$ cat config.mk
export PLATFORM = sky130hd
export DESIGN_NAME = airi5c_normalizer
export DESIGN_NICKNAME = d
export VERILOG_FILES = /design/src/rtl/airi5c_normalizer.sv
export SDC_FILE = /design/constraint.sdc
export NUM_CORES = 1
export LEC_CHECK = 0
export CAP_MARGIN = 5
export CORE_ASPECT_RATIO = 0.7
export CORE_UTILIZATION = 54
export CTS_BUF_LIST = sky130_fd_sc_hd__clkbuf_2 sky130_fd_sc_hd__clkbuf_4 sky130_fd_sc_hd__clkbuf_8
export CTS_CLUSTER_DIAMETER = 50
export DETAILED_ROUTE_END_ITERATION = 7
export PLACE_DENSITY_LB_ADDON = 0.3
export SLEW_MARGIN = 20
export SYNTH_ARGS = -nofsm -noshare
export SYNTH_HDL_FRONTEND = slang
export SYNTH_SLANG_ARGS = --single-unit
$ cat constraint.sdc
create_clock -name clk -period 5.11 [get_ports clk]
set_input_delay 0.511 -clock clk [delete_from_list [all_inputs] [get_ports clk]]
set_output_delay 0.511 -clock clk [all_outputs]
set_load 0.02 [all_outputs]
$ cat src/rtl/airi5c_normalizer.sv
// Two-stage normalizer between an FPU arithmetic core and post-processing.
// Stage 1 captures the operand and its leading-zero count; stage 2 shifts and rounds off.
module airi5c_normalizer #(
  parameter int unsigned MAN_W = 48
) (
  input  logic             clk,
  input  logic             n_reset,
  input  logic             kill,
  input  logic             load,
  input  logic [2:0]       rm_in,
  input  logic [MAN_W-1:0] man_in,
  input  logic [9:0]       exp_in,
  input  logic             sgn_in,
  input  logic             sticky_in,
  input  logic             final_res_in,
  input  logic             IV_in,
  input  logic             DZ_in,
  output logic [2:0]       rm,
  output logic [23:0]      man,
  output logic [9:0]       Exp,
  output logic             sgn,
  output logic             round_bit,
  output logic             sticky_bit,
  output logic             final_res,
  output logic             IV,
  output logic             DZ,
  output logic             ready
);

  localparam int unsigned LzcW = $clog2(MAN_W + 1);

  logic [LzcW-1:0]  lzc;

  logic             s1_valid;
  logic [2:0]       s1_rm;
  logic [MAN_W-1:0] s1_man;
  logic [9:0]       s1_exp;
  logic             s1_sgn;
  logic             s1_sticky;
  logic             s1_final;
  logic             s1_iv;
  logic             s1_dz;
  logic [LzcW-1:0]  s1_lzc;

  logic [MAN_W-1:0]  sh;
  logic signed [10:0] exp_wide;
  logic [9:0]        exp_norm;
  logic              s1_zero;

  // Lowest-to-highest scan: the last hit is the most significant set bit.
  always_comb begin
    lzc = LzcW'(MAN_W);
    for (int i = 0; i < int'(MAN_W); i++) begin
      if (man_in[i]) lzc = LzcW'(int'(MAN_W) - 1 - i);
    end
  end

  always_ff @(posedge clk or negedge n_reset) begin
    if (!n_reset) begin
      s1_valid  <= 1'b0;
      s1_rm     <= '0;
      s1_man    <= '0;
      s1_exp    <= '0;
      s1_sgn    <= 1'b0;
      s1_sticky <= 1'b0;
      s1_final  <= 1'b0;
      s1_iv     <= 1'b0;
      s1_dz     <= 1'b0;
      s1_lzc    <= '0;
    end else if (kill) begin
      s1_valid  <= 1'b0;
      s1_rm     <= '0;
      s1_man    <= '0;
      s1_exp    <= '0;
      s1_sgn    <= 1'b0;
      s1_sticky <= 1'b0;
      s1_final  <= 1'b0;
      s1_iv     <= 1'b0;
      s1_dz     <= 1'b0;
      s1_lzc    <= '0;
    end else begin
      s1_valid <= load;
      if (load) begin
        s1_rm     <= rm_in;
        s1_man    <= man_in;
        s1_exp    <= exp_in;
        s1_sgn    <= sgn_in;
        s1_sticky <= sticky_in;
        s1_final  <= final_res_in;
        s1_iv     <= IV_in;
        s1_dz     <= DZ_in;
        s1_lzc    <= lzc;
      end
    end
  end

  assign sh       = s1_man << s1_lzc;
  assign s1_zero  = (s1_lzc == LzcW'(MAN_W));
  assign exp_wide = {s1_exp[9], s1_exp} + 11'd1 - 11'(s1_lzc);

  // Clamp keeps the downstream bias addition (Exp + 127) from wrapping.
  always_comb begin
    if (exp_wide < -11'sd256)     exp_norm = 10'h300;
    else if (exp_wide > 11'sd255) exp_norm = 10'h0FF;
    else                          exp_norm = exp_wide[9:0];
  end

  always_ff @(posedge clk or negedge n_reset) begin
    if (!n_reset) begin
      ready      <= 1'b0;
      rm         <= '0;
      man        <= '0;
      Exp        <= '0;
      sgn        <= 1'b0;
      round_bit  <= 1'b0;
      sticky_bit <= 1'b0;
      final_res  <= 1'b0;
      IV         <= 1'b0;
      DZ         <= 1'b0;
    end else if (kill) begin
      ready      <= 1'b0;
      rm         <= '0;
      man        <= '0;
      Exp        <= '0;
      sgn        <= 1'b0;
      round_bit  <= 1'b0;
      sticky_bit <= 1'b0;
      final_res  <= 1'b0;
      IV         <= 1'b0;
      DZ         <= 1'b0;
    end else begin
      ready <= s1_valid;
      if (s1_valid) begin
        rm        <= s1_rm;
        sgn       <= s1_sgn;
        final_res <= s1_final;
        IV        <= s1_final & s1_iv;
        DZ        <= s1_final & s1_dz;
        if (s1_final) begin
          man        <= {1'b0, s1_man[22:0]};
          Exp        <= s1_exp;
          round_bit  <= 1'b0;
          sticky_bit <= 1'b0;
        end else if (s1_zero) begin
          man        <= '0;
          Exp        <= 10'h381;
          round_bit  <= 1'b0;
          sticky_bit <= s1_sticky;
        end else begin
          man        <= sh[MAN_W-1 -: 24];
          Exp        <= exp_norm;
          round_bit  <= sh[MAN_W-25];
          sticky_bit <= (|sh[MAN_W-26:0]) | s1_sticky;
        end
      end
    end
  end

endmodule

After elaboration in Yosys (flattened, before gate mapping)
Index checks and enable logic that the tools add are counted.
{"block": "classes", "n_eq_ne": 1, "mux": 96, "add_sub_neg": 2, "bitwise": 3, "shift": 1, "mul": 0, "div_mod_pow": 0, "n_reduce_logical": 3, "n_lt_le_gt_ge": 2}
{"cell": "two-way mux 6 bit", "count": 47}
{"cell": "two-way mux 24 bit", "count": 4}
{"cell": "two-way mux 48 bit", "count": 2}
{"cell": "two-way mux 10 bit", "count": 8}
{"cell": "left shift 48 x 6 -> 48 bit", "count": 1}
{"cell": "two-way mux 1 bit", "count": 28}
{"cell": "OR reduction 23 bit", "count": 1}
{"cell": "two-way mux 5 bit", "count": 3}
{"cell": "two-way mux 3 bit", "count": 4}
{"cell": "adder 10 x 2 -> 11 bit (second input constant)", "count": 1}
{"cell": "> comparator 11 x 9 -> 1 bit (second input constant)", "count": 1}
{"cell": "< comparator 11 x 9 -> 1 bit (second input constant)", "count": 1}
{"cell": "subtractor 11 x 6 -> 11 bit", "count": 1}
{"cell": "equality test 6 bit (second input constant)", "count": 1}
{"cell": "nonzero test 2 bit", "count": 2}
{"cell": "bitwise AND 1 bit", "count": 2}
{"cell": "bitwise OR 1 bit", "count": 1}
{"block": "totals", "latchBits": 0, "reg_bits": 117, "out_inout_bits": 44, "ramBits": 0, "word_cells": 128, "mem_count": 0, "mem_bits_ro": 0, "input_bits": 70}

Longest topological paths before layout
Gate-level depths: netlist of run 1.
{"block": "depth", "ltp_word": 50, "mapped_depth": 14, "depth_no_buf": 12}

Least setup slack after synthesis of run 1
Ideal clock, no wire load.
{"block": "synth_timing", "kind": "register to register", "startpoint": "register s1_lzc[2]", "endpoint": "register Exp[3]", "path_slack_ps": 1752, "arrival_ps": 3232, "setup_ps": 126, "path_stages_with_launch": 14, "required_ps": 4984, "path_buffers": 3, "synth_period_minus_slack_ps": 3358, "cell_sequence": "dfrtp_1 -> buf_2 -> inv_1 -> buf_2 -> buf_1 -> ha_1 -> fa_1 -> a211oi_1 -> o21ai_0 -> a31oi_1 -> xnor2_1 -> o21ai_1 -> a211oi_1 -> a221o_1"}
{"block": "synth_between", "elab_chain_cells": 8, "word_cells_on_any_way": 10, "cone_classes": "add/sub: 1; order compare: 2; eq/ne: 1; mux: 6"}
{"element": "from (decl)", "line_no": "43", "source": "logic [LzcW-1:0] s1_lzc;"}
{"element": "from (signal assigned)", "line_no": "92", "source": "s1_lzc <= lzc;"}
{"element": "subtractor 11 x 6 -> 11 bit", "line_no": "99", "source": "assign exp_wide = {s1_exp[9], s1_exp} + 11'd1 - 11'(s1_lzc);"}
{"element": "> comparator 11 x 9 -> 1 bit", "line_no": "104", "source": "else if (exp_wide > 11'sd255) exp_norm = 10'h0FF;"}
{"element": "two-way mux 10 bit", "line_no": "104"}
{"element": "two-way mux 10 bit", "line_no": "103", "source": "if (exp_wide < -11'sd256) exp_norm = 10'h300;"}
{"element": "two-way mux 10 bit (*)", "line_no": "144", "source": "end else if (s1_zero) begin"}
{"element": "two-way mux 10 bit (*)", "line_no": "139", "source": "if (s1_final) begin"}
{"element": "two-way mux 10 bit (*)", "line_no": "133", "source": "if (s1_valid) begin"}
{"element": "two-way mux 10 bit (*)", "line_no": "120", "source": "end else if (kill) begin"}
{"element": "to (signal assigned)", "line_no": "141", "source": "Exp <= s1_exp;"}
{"element": "to (signal assigned)", "line_no": "151", "source": "Exp <= exp_norm;"}
{"element": "to (decl)", "line_no": "20", "source": "output logic [9:0] Exp,"}
Mark *: on every way between the ends. The rest lies on a longest branch, timed or not. The select of a mux whose other input is x is not followed.
A chain may end at the register's enable or synchronous reset.

Worst setup path after layout of run 1
{"block": "layout_timing", "startpoint": "register s1_lzc[4]", "endpoint": "register Exp[5]"}
Same word-level chain as after synthesis.

==> impl_metrics.py, run 1 <==
metrics = {
    "setup_path": {
        "path_cells": "inv_1 > ha_1 > ha_1 > nand3_1 > o2111ai_1 > a211oi_1 > o21ai_0 > a21oi_1 > a211oi_1 > a221o_1",
        "timing.rr.start": "s1_lzc[4]$_DFFE_PN0P_",
        "end_kind": "flop",
        "cp.arrival_ns": 4.10,
        "slowest_stage": "dfrtp_1",
        "critical_path_required_ns": 5.45,
        "criticalPathCategory": "flop to flop",
        "r2r-end": "Exp[5]$_DFFE_PN0P_",
        "crit_path_start_kind": "flop",
        "reg2regPathDepth": 10,
        "path_max_fanout": 23,
        "critPathMaxStageDelay_ns": 0.82,
        "rrSetupSlack_ns": 1.36,
    },
    "grt": {
        "grt_antenna_before_repair": 0,
        "gr-total-overflow": 0,
        "grt_max_degree": 67,
        "first_global_vias": 7210,
        "grt_first_pass_wirelength_um": 42150,
        "grt_util_all_layers_pct": 33.98,
    },
    "synthesis": {
        "seq_area_frac_synth_pct": 34.03,
        "ys_ff_latch": 117,
        "syn_avg_cell_area_um2": 9.404,
        "syn_inst": 915,
        "synth_top_area_cell": "dfrtp_1",
        "synth_ff_type": "dfrtp_1",
        "syn-cell-area_um2": 8605,
        "synth_top_area_share_pct": 34.03,
        "synth_nets": 1001,
        "synth.area.top_cells": "dfrtp_1 (34%), mux2i_1 (12%), mux4_2 (6.0%)",
        "synth_edf_count": 0,
        "yosys_warnings": 0,
        "async_reset_ff_share_pct": 100.0,
        "synth_cell_types": 73,
    },
    "clock_tree": {
        "clock_sinks": 117,
        "cts_buffer_depth": 2,
        "htree_levels": 4,
        "cts_tree": "yes",
        "insertion_delay_ns": 0.46,
        "path_clk_slew_ns": 0.09,
        "clock-root-buffer": "clkbuf_8",
        "post-cts-setup-buffer-count": 0,
        "cts_made_buffers": 17,
    },
    "timing": {
        "slew_headroom_pct": 35.84,
        "fmax_ghz": 0.2665,
        "hold_violations": 0,
        "setup_violations": 0,
        "tns_ns": 0,
        "hold-worst-slack_ns": 0.4187,
        "rsz0062_at_grt": "no",
        "fin_crit_ns": 3.753,
        "fin_skew_ns": 0.01730,
        "period_share_pct": 73.44,
        "slew_violations": 0,
        "worst_pin_slew_ns": 0.9381,
    },
    "drt": {
        "wl_per_cell_um": 22.07,
        "wl_um": 26710,
        "ant_nets": 0,
        "vias": 7907,
        "viasPerCell": 6.535,
        "drc": 0,
        "drt-initial-drc-count": 901,
        "first_pass_iters": 6,
    },
    "finish": {
        "mostFrequentLayoutCells": "nor2_1 (133), dfrtp_1 (115), clkdlybuf4s50_1 (110)",
        "register_area_um2": 2930,
        "multi_input_area_um2": 5213,
        "layout.nets": 1083,
        "diodes": 0,
        "drive_gt1_share_pct": 10.59,
        "areaGrowthSynthToFinish_pct": 17.55,
        "final_common_cell": "nor2_1",
        "nFillCells": 1327,
        "final_cells": 1210,
    },
    "floorplanning": {
        "rows": 38,
        "design.core.area_um2": 15550,
        "pin_count": 114,
        "start_util_pct": 55.34,
        "die_height_um": 107.6,
        "die_w_um": 152.9,
        "die_area_um2": 16450,
    },
    "flow_run": {
        "drv_cap": 0,
    },
    "hold_path": {
        "min_from": "kill",
        "hold_path_class": "input pin to flop",
        "hold-path-endpoint": "s1_exp[2]$_DFFE_PN0P_",
        "hold_depth": 2,
    },
    "placed_design": {
        "portBuffers": 113,
        "dp_hpwl_um": 20140,
        "gp_congestion": 1.046,
        "dp_cells": 1177,
    },
    "pwr": {
        "p_leak_uw": 0.004382,
        "sw_frac_of_total_pct": 34.41,
        "internal_power_uw": 1649,
        "power_frac_comb_pct": 23.8,
        "ir_worst_vdd_uv": 195.3,
        "p_sw_uw": 865.1,
        "clkPwrFrac_pct": 34.8,
        "power_per_cell_area_nw_per_um2": 248.6,
        "p_seq_share_pct": 41.4,
    },
    "outcome": {
        "status": "completed",
    },
}
## worst max path at each step
stage,slack [ns],start,endpoint
floorplan,1.75,s1_lzc[2]$_DFFE_PN0P_,Exp[3]$_DFFE_PN0P_
global placement,1.61,s1_lzc[4]$_DFFE_PN0P_,Exp[4]$_DFFE_PN0P_
detailed placement,1.47,s1_lzc[4]$_DFFE_PN0P_,Exp[6]$_DFFE_PN0P_
CTS,1.48,s1_lzc[4]$_DFFE_PN0P_,Exp[4]$_DFFE_PN0P_
global route,1.10,s1_lzc[4]$_DFFE_PN0P_,Exp[4]$_DFFE_PN0P_
finish,1.36,s1_lzc[4]$_DFFE_PN0P_,Exp[5]$_DFFE_PN0P_
## layer usage
metal	GRT usage, %	vias up	wire length [um]
met5	0	-	0
met1	54.54	3825	12750
met4	7.431	0	289
li1	-	3571	-
met2	43.25	482	10250
met3	10.19	29	3424
## area by class of cell
| class | instances | area share, % |
|---|---|---|
| sequential | 117 | 28.97 |
| multi-input combinational | 705 | 51.53 |
| timing repair buffer | 126 | 12.07 |
| inverter | 30 | 1.113 |
| clock inverter | 14 | 1.385 |
| tap | 200 | 2.474 |
| clock buffer | 18 | 2.449 |
## what timing repair did
item | CTS | global route
hold buffers | 1 | 0
hold endpoints to repair | 22 | 0
resized for setup | 0 | 0
## kinds of logic after synthesis
family          count (synthesis)  share of synthesized area, %
fa+ha+maj                      16                         2.414
xor+xnor                        7                        0.7125
mux                           167                         25.30
buf+inv                        93                         5.424
simple gates                  298                         15.04
flops                         117                         34.03
compound gates                217                         17.09
## synth_stat cells, types with 13 or more instances
master / instances
a211oi_1: 16
a21oi_1: 41
a22oi_1: 23
buf_2: 13
clkbuf_1: 26
dfrtp_1: 117
ha_1: 15
inv_1: 28
mux2_2: 23
mux2i_1: 107
mux4_2: 23
nand2_1: 86
nand3_1: 16
nor2_1: 134
nor3_1: 14
o21ai_0: 51
## through the flow
| stage | cell area [um2] | power, uW | worst slack [ns] | util [%] |
|---|---|---|---|---|
| 2_1_floorplan | 8605 | 1404 | 1.752 | - |
| 3_3_place_gp | 9717 | 1632 | 1.609 | 62.50 |
| 3_5_place_dp | 9717 | 1639 | 1.468 | 62.50 |
| 4_1_cts | 10110 | 2500 | 1.481 | 65.06 |
| 5_1_grt | 10110 | 2612 | 1.097 | 65.06 |
| 6_report | 10110 | 2514 | 1.357 | 65.06 |
## power by group through the flow
stage	Clock [uW]	Sequential [uW]	Combinational, uW
finish	874	1040	598
global route	920	1050	647
CTS	876	1040	587
detailed placement	0	1050	585
global placement	0	1050	579
floorplan	0	1040	361
## flip-flops by register name, summed over array words and instances (netlist names), 3 cells and up
| signal | cells |
|---|---|
| s1_lzc | 6 |
| Exp | 10 |
| rm | 3 |
| s1_man | 48 |
| s1_exp | 10 |
| s1_rm | 3 |
| man | 24 |
## worst max-delay path: cells and delay by family, from the launching register on
kind                       cells  cell delay (ns)
AOI/OAI and AO/OA              6             1.50
adders and majority gates      2             0.75
DFF                            1             0.82
buffers and inverters          1             0.42
and+or+nand+nor                1             0.14
Note: power is estimated with default switching activity, not from simulation.
==> run 2, diff against run 1 <==
clock period = 3.8 ns   (was 5.11 ns; I/O delays follow)
==> run 2 against run 1 <==
Net effect: fmax increased by 15%; via count increased by 0.15%; total power increased by 38%; flip-flop and latch count unchanged; critical path depth increased by 2; worst setup slack got worse by 0.82 ns; clock-buffer cell count increased by 1; hold slack got worse by 0.049 ns; first-iteration DRC count increased by 8.2%; design area increased by 0.96%; utilization increased by 0.63 points; routed wire length increased by 0.46%; critical path type unchanged; largest cell class unchanged.
==> impl_metrics.py, run 2 (synthesis results as in run 1) <==
metrics = {
    "timing": {
        "worst_pin_slew_ns": 0.9988,
        "fin_ws_ns": 0.5409,
        "period_share_pct": 85.76,
        "hold-worst-slack_ns": 0.3695,
        "fin_skew_ns": 0.01612,
        "slew_violations": 0,
        "setup_violations": 0,
        "slew_headroom_pct": 33.42,
        "rsz0062_at_grt": "no",
        "fmax_ghz": 0.3068,
        "hold_violations": 0,
        "fin_crit_ns": 3.259,
        "tns_ns": 0,
    },
    "pwr": {
        "sw_frac_of_total_pct": 32.27,
        "p_sw_uw": 1123,
        "power_per_cell_area_nw_per_um2": 340.7,
        "ir_worst_vdd_uv": 197.1,
        "clkPwrFrac_pct": 36.7,
        "p_leak_uw": 0.004422,
        "power_frac_comb_pct": 23.1,
        "internal_power_uw": 2356,
        "p_seq_share_pct": 40.2,
    },
    "clock_tree": {
        "cts_tree": "yes",
        "htree_levels": 4,
        "path_clk_slew_ns": 0.08,
        "insertion_delay_ns": 0.45,
        "clock-root-buffer": "clkbuf_8",
        "cts_made_buffers": 17,
        "cts_resized": 0,
        "clock_sinks": 117,
        "post-cts-setup-buffer-count": 0,
        "cts_buffer_depth": 2,
    },
    "drt": {
        "viasPerCell": 6.507,
        "drc": 0,
        "wl_per_cell_um": 22.04,
        "first_pass_iters": 6,
        "ant_nets": 0,
        "wl_um": 26830,
        "drt-initial-drc-count": 975,
        "vias": 7919,
    },
    "grt": {
        "grt_util_all_layers_pct": 33.86,
        "grt_antenna_before_repair": 0,
        "first_global_vias": 7185,
        "grt_first_pass_wirelength_um": 41820,
        "grt_max_degree": 67,
        "gr-total-overflow": 0,
    },
    "finish": {
        "top_regs": "s1_man (48), man (24)",
        "largest_reg_flops": 48,
        "areaGrowthSynthToFinish_pct": 18.69,
        "final_area_um2": 10210,
        "top_register": "s1_man",
        "drive_gt1_share_pct": 11.21,
        "fin_util_pct": 65.68,
        "multi_input_area_um2": 5213,
        "layout.nets": 1090,
        "final_common_cell": "nor2_1",
        "register_area_um2": 2930,
        "diodes": 0,
        "nFillCells": 1274,
        "mostFrequentLayoutCells": "nor2_1 (133), dfrtp_1 (115), clkdlybuf4s50_1 (110)",
    },
    "flow_run": {
        "drv_cap": 0,
    },
    "setup_path": {
        "criticalPathCategory": "flop to flop",
        "cp.arrival_ns": 3.60,
        "path_cells": "inv_1 > ha_1 > inv_1 > ha_1 > fa_1 > a211oi_1 > o21ai_0 > a31oi_1 > xnor2_1 > o21ai_1 > a211oi_1 > a221o_1",
        "slowest_stage": "fa_1",
        "critical_path_required_ns": 4.14,
        "end_kind": "flop",
        "crit_path_start_kind": "flop",
        "critPathMaxStageDelay_ns": 0.49,
        "path_max_fanout": 8,
        "reg2regPathDepth": 12,
    },
    "placed_design": {
        "portBuffers": 113,
        "dp_hpwl_um": 19990,
        "pre_cts_ws_ns": 0.6503,
        "gp_congestion": 0.9925,
        "placed_area_um2": 9769,
    },
    "floorplanning": {
        "die_w_um": 152.9,
        "pin_count": 114,
        "die_height_um": 107.6,
        "die_area_um2": 16450,
        "design.core.area_um2": 15550,
        "start_util_pct": 55.34,
        "rows": 38,
    },
    "hold_path": {
        "hold_depth": 2,
        "hold_path_class": "input pin to flop",
    },
    "outcome": {
        "status": "completed",
    },
}
==> run 2: layer usage <==
metal / GRT usage (%) / routed length (um)
met1: 53.32 / 12830
met2: 43.02 / 10260
met3: 11.31 / 3318
met4: 8.514 / 417
met5: 0 / 0
==> run 2: worst paths after layout <==
kind / startpoint / slack, ns / to
max reg2reg: s1_exp[1]$_DFFE_PN0P_ / 0.54 / Exp[4]$_DFFE_PN0P_
min reg2reg: round_bit$_DFFE_PN0P_ / 0.48 / round_bit$_DFFE_PN0P_
min in group asynchronous: n_reset / 0.50 / Exp[3]$_DFFE_PN0P_
max in group asynchronous: n_reset / 2.36 / s1_man[43]$_DFFE_PN0P_
max: s1_exp[1]$_DFFE_PN0P_ / 0.54 / Exp[4]$_DFFE_PN0P_
min: kill / 0.37 / rm[0]$_DFFE_PN0P_
==> run 2: final cells by class <==
cell class	instances	share of cell area, %
repair buffers	133	12.47
clock buffers	19	2.561
well taps	200	2.450
inverters	30	1.103
clock inverters	13	1.679
flip-flops and latches	117	28.69
multi-input cells	705	51.04
==> run 2: power by group through the flow <==
stage | clock [uW] | combinational [uW] | sequential [uW]
CTS | 1290 | 794 | 1390
global route | 1340 | 871 | 1400
detailed placement | 0 | 789 | 1410
finish | 1280 | 805 | 1400
floorplan | 0 | 486 | 1400
global placement | 0 | 782 | 1410
==> run 2: critical path, delay by kind of cell (launching register included) <==
family / cells / cell delay (ns)
fa+ha+maj: 3 / 0.95
buf+inv: 2 / 0.10
flops: 1 / 0.38
compound gates: 6 / 1.62
xor+xnor: 1 / 0.11
==> run 2: timing repair <==
action                                  4_1_cts  5_1_grt
endpoints found under the setup margin        0        0
hold buffers                                  1        0
endpoints found under the hold margin        48        0
==> run 2: stage by stage <==
| step | instances | power (uW) |
|---|---|---|
| 3_5_place_dp | 1184 | 2202 |
| 5_1_grt | 1217 | 3609 |
| 3_3_place_gp | 1184 | 2193 |
| 4_1_cts | 1217 | 3470 |
| 2_1_floorplan | 915 | 1888 |
| 6_report | 1217 | 3479 |
==> run 3, diff against run 2 <==
CORE_MARGIN = 5   (was default)
clock period = 3.6 ns   (was 3.8 ns; I/O delays follow)
==> run 3 against run 2 <==
Net effect: the run now ends with negative hold slack left; clock-buffer cell count shrank 2; via count is essentially flat; combinational power grew 6.3%; hold slack lost 0.38 ns; utilization is essentially flat; fmax is essentially flat; sequential power grew 5%; largest cell class unchanged.
==> impl_metrics.py, run 3 (synthesis results as in run 1) <==
metrics = {
    "outcome": {
        "status": "finished, violations left",
        "failed_checks": "negative hold slack",
    },
    "floorplanning": {
        "die_area_um2": 18600,
        "design.core.area_um2": 15550,
        "die_w_um": 160.9,
        "start_util_pct": 55.34,
        "rows": 38,
        "die_height_um": 115.6,
        "pin_count": 114,
    },
    "grt": {
        "grt_max_degree": 67,
        "gr-total-overflow": 0,
        "grt_util_all_layers_pct": 30.20,
        "first_global_vias": 7412,
        "grt_antenna_before_repair": 0,
        "grt_first_pass_wirelength_um": 43280,
    },
    "flow_run": {
        "drv_cap": 0,
    },
    "timing": {
        "hold-worst-slack_ns": -0.006433,
        "slew_violations": 0,
        "fin_skew_ns": 0.01282,
        "rsz0062_at_grt": "no",
        "slew_headroom_pct": 42.08,
        "setup_violations": 0,
        "fmax_ghz": 0.3068,
        "tns_ns": 0,
        "worst_pin_slew_ns": 0.8689,
        "fin_crit_ns": 3.260,
        "period_share_pct": 90.55,
        "hold_violations": 8,
    },
    "clock_tree": {
        "clock-root-buffer": "clkbuf_8",
        "cts_resized": 0,
        "htree_levels": 4,
        "holdBufCountCts": 0,
        "path_clk_slew_ns": 0.08,
        "post-cts-setup-buffer-count": 0,
        "cts_buffer_depth": 2,
        "clock_sinks": 117,
        "cts_tree": "yes",
        "cts_made_buffers": 17,
        "insertion_delay_ns": 0.46,
    },
    "finish": {
        "mostFrequentLayoutCells": "nor2_1 (133), dfrtp_1 (115), clkdlybuf4s50_1 (110)",
        "final_cells": 1216,
        "multi_input_area_um2": 5213,
        "diodes": 0,
        "final_common_cell": "nor2_1",
        "drive_gt1_share_pct": 11.22,
        "largest_reg_flops": 48,
        "layout.nets": 1089,
        "top_regs": "s1_man (48), man (24)",
        "nFillCells": 1273,
        "areaGrowthSynthToFinish_pct": 18.66,
        "fin_util_pct": 65.67,
        "top_register": "s1_man",
        "register_area_um2": 2930,
    },
    "placed_design": {
        "dp_hpwl_um": 21020,
        "dp_cells": 1184,
        "portBuffers": 113,
        "gp_congestion": 0.9823,
    },
    "setup_path": {
        "path_max_fanout": 8,
        "cpLargestDelayFamily": "compound AO/OA/AOI/OAI gates",
        "crit_path_start_kind": "flop",
        "critical_path_required_ns": 3.95,
        "path_cells": "inv_1 > ha_1 > inv_1 > ha_1 > fa_1 > a211oi_1 > o21ai_0 > a31oi_1 > xnor2_1 > o21ai_1 > a211oi_1 > a221o_1",
        "criticalPathCategory": "flop to flop",
        "cp_num_buf_inv": 2,
        "critPathMaxStageDelay_ns": 0.49,
        "slowest_stage": "fa_1",
        "cp.arrival_ns": 3.61,
        "end_kind": "flop",
    },
    "pwr": {
        "p_leak_uw": 0.004432,
        "p_total_uw": 3650,
        "power_per_cell_area_nw_per_um2": 357.5,
        "power_frac_comb_pct": 23.5,
        "clkPwrFrac_pct": 36.1,
        "p_seq_share_pct": 40.4,
        "internal_power_uw": 2460,
        "p_sw_uw": 1190,
        "ir_worst_vdd_uv": 262.7,
        "sw_frac_of_total_pct": 32.60,
    },
    "drt": {
        "ant_nets": 0,
        "viasPerCell": 6.508,
        "vias": 7914,
        "drc": 0,
        "wl_per_cell_um": 22.95,
        "wl_um": 27900,
        "first_pass_iters": 5,
        "drt-initial-drc-count": 860,
    },
    "hold_path": {
        "hold_path_class": "input pin to asynchronous set/reset pin",
    },
}
[run 3: final cells by class]
cell class / instances / share of cell area (%)
clock inverters: 15 / 1.900
clock buffers: 17 / 2.292
well taps: 200 / 2.451
flip-flops and latches: 117 / 28.70
inverters: 30 / 1.103
multi-input cells: 705 / 51.05
repair buffers: 132 / 12.50
[run 3: final timing paths]
check / endpoint / slack, ns / startpoint / cells past startpoint
worst min-delay path: final_res$_DFFE_PN0P_ / -0.006 / n_reset / 1
worst max register to register: Exp[3]$_DFFE_PN0P_ / 0.34 / s1_exp[1]$_DFFE_PN0P_ / 12
worst min register to register: final_res$_DFFE_PN0P_ / 0.48 / final_res$_DFFE_PN0P_ / 1
max in group asynchronous: s1_lzc[3]$_DFFE_PN0P_ / 2.82 / n_reset / 2
min in group clk: s1_valid$_DFF_PN0_ / 0.27 / load / 2
worst max-delay path: Exp[3]$_DFFE_PN0P_ / 0.34 / s1_exp[1]$_DFFE_PN0P_ / 12
[run 3: metal layers]
layer	up-vias	global-route usage (%)	routed length, um
met5	-	0	0
met4	0	6.477	371
met3	28	8.247	3249
met2	450	39.16	10730
met1	3837	49.37	13550
li1	3599	-	-
[run 3: power by group through the flow]
stage	clock, uW	sequential (uW)	combinational (uW)
final	1320	1470	856
after global routing	1400	1480	927
after CTS	1330	1470	845
after detailed placement	0	1490	841
after global placement	0	1490	837
after floorplan	0	1480	513
[run 3: stage by stage]
stage	instance area (um2)	setup WS (ns)	hold slack (ns)
4_1_cts	10210	0.3965	0.006347
5_1_grt	10210	0.1169	0.04976
3_3_place_gp	9782	0.5076	0.4616
2_1_floorplan	8605	0.2424	0.06441
3_5_place_dp	9782	0.4340	0.4694
6_report	10210	0.3402	-0.006433
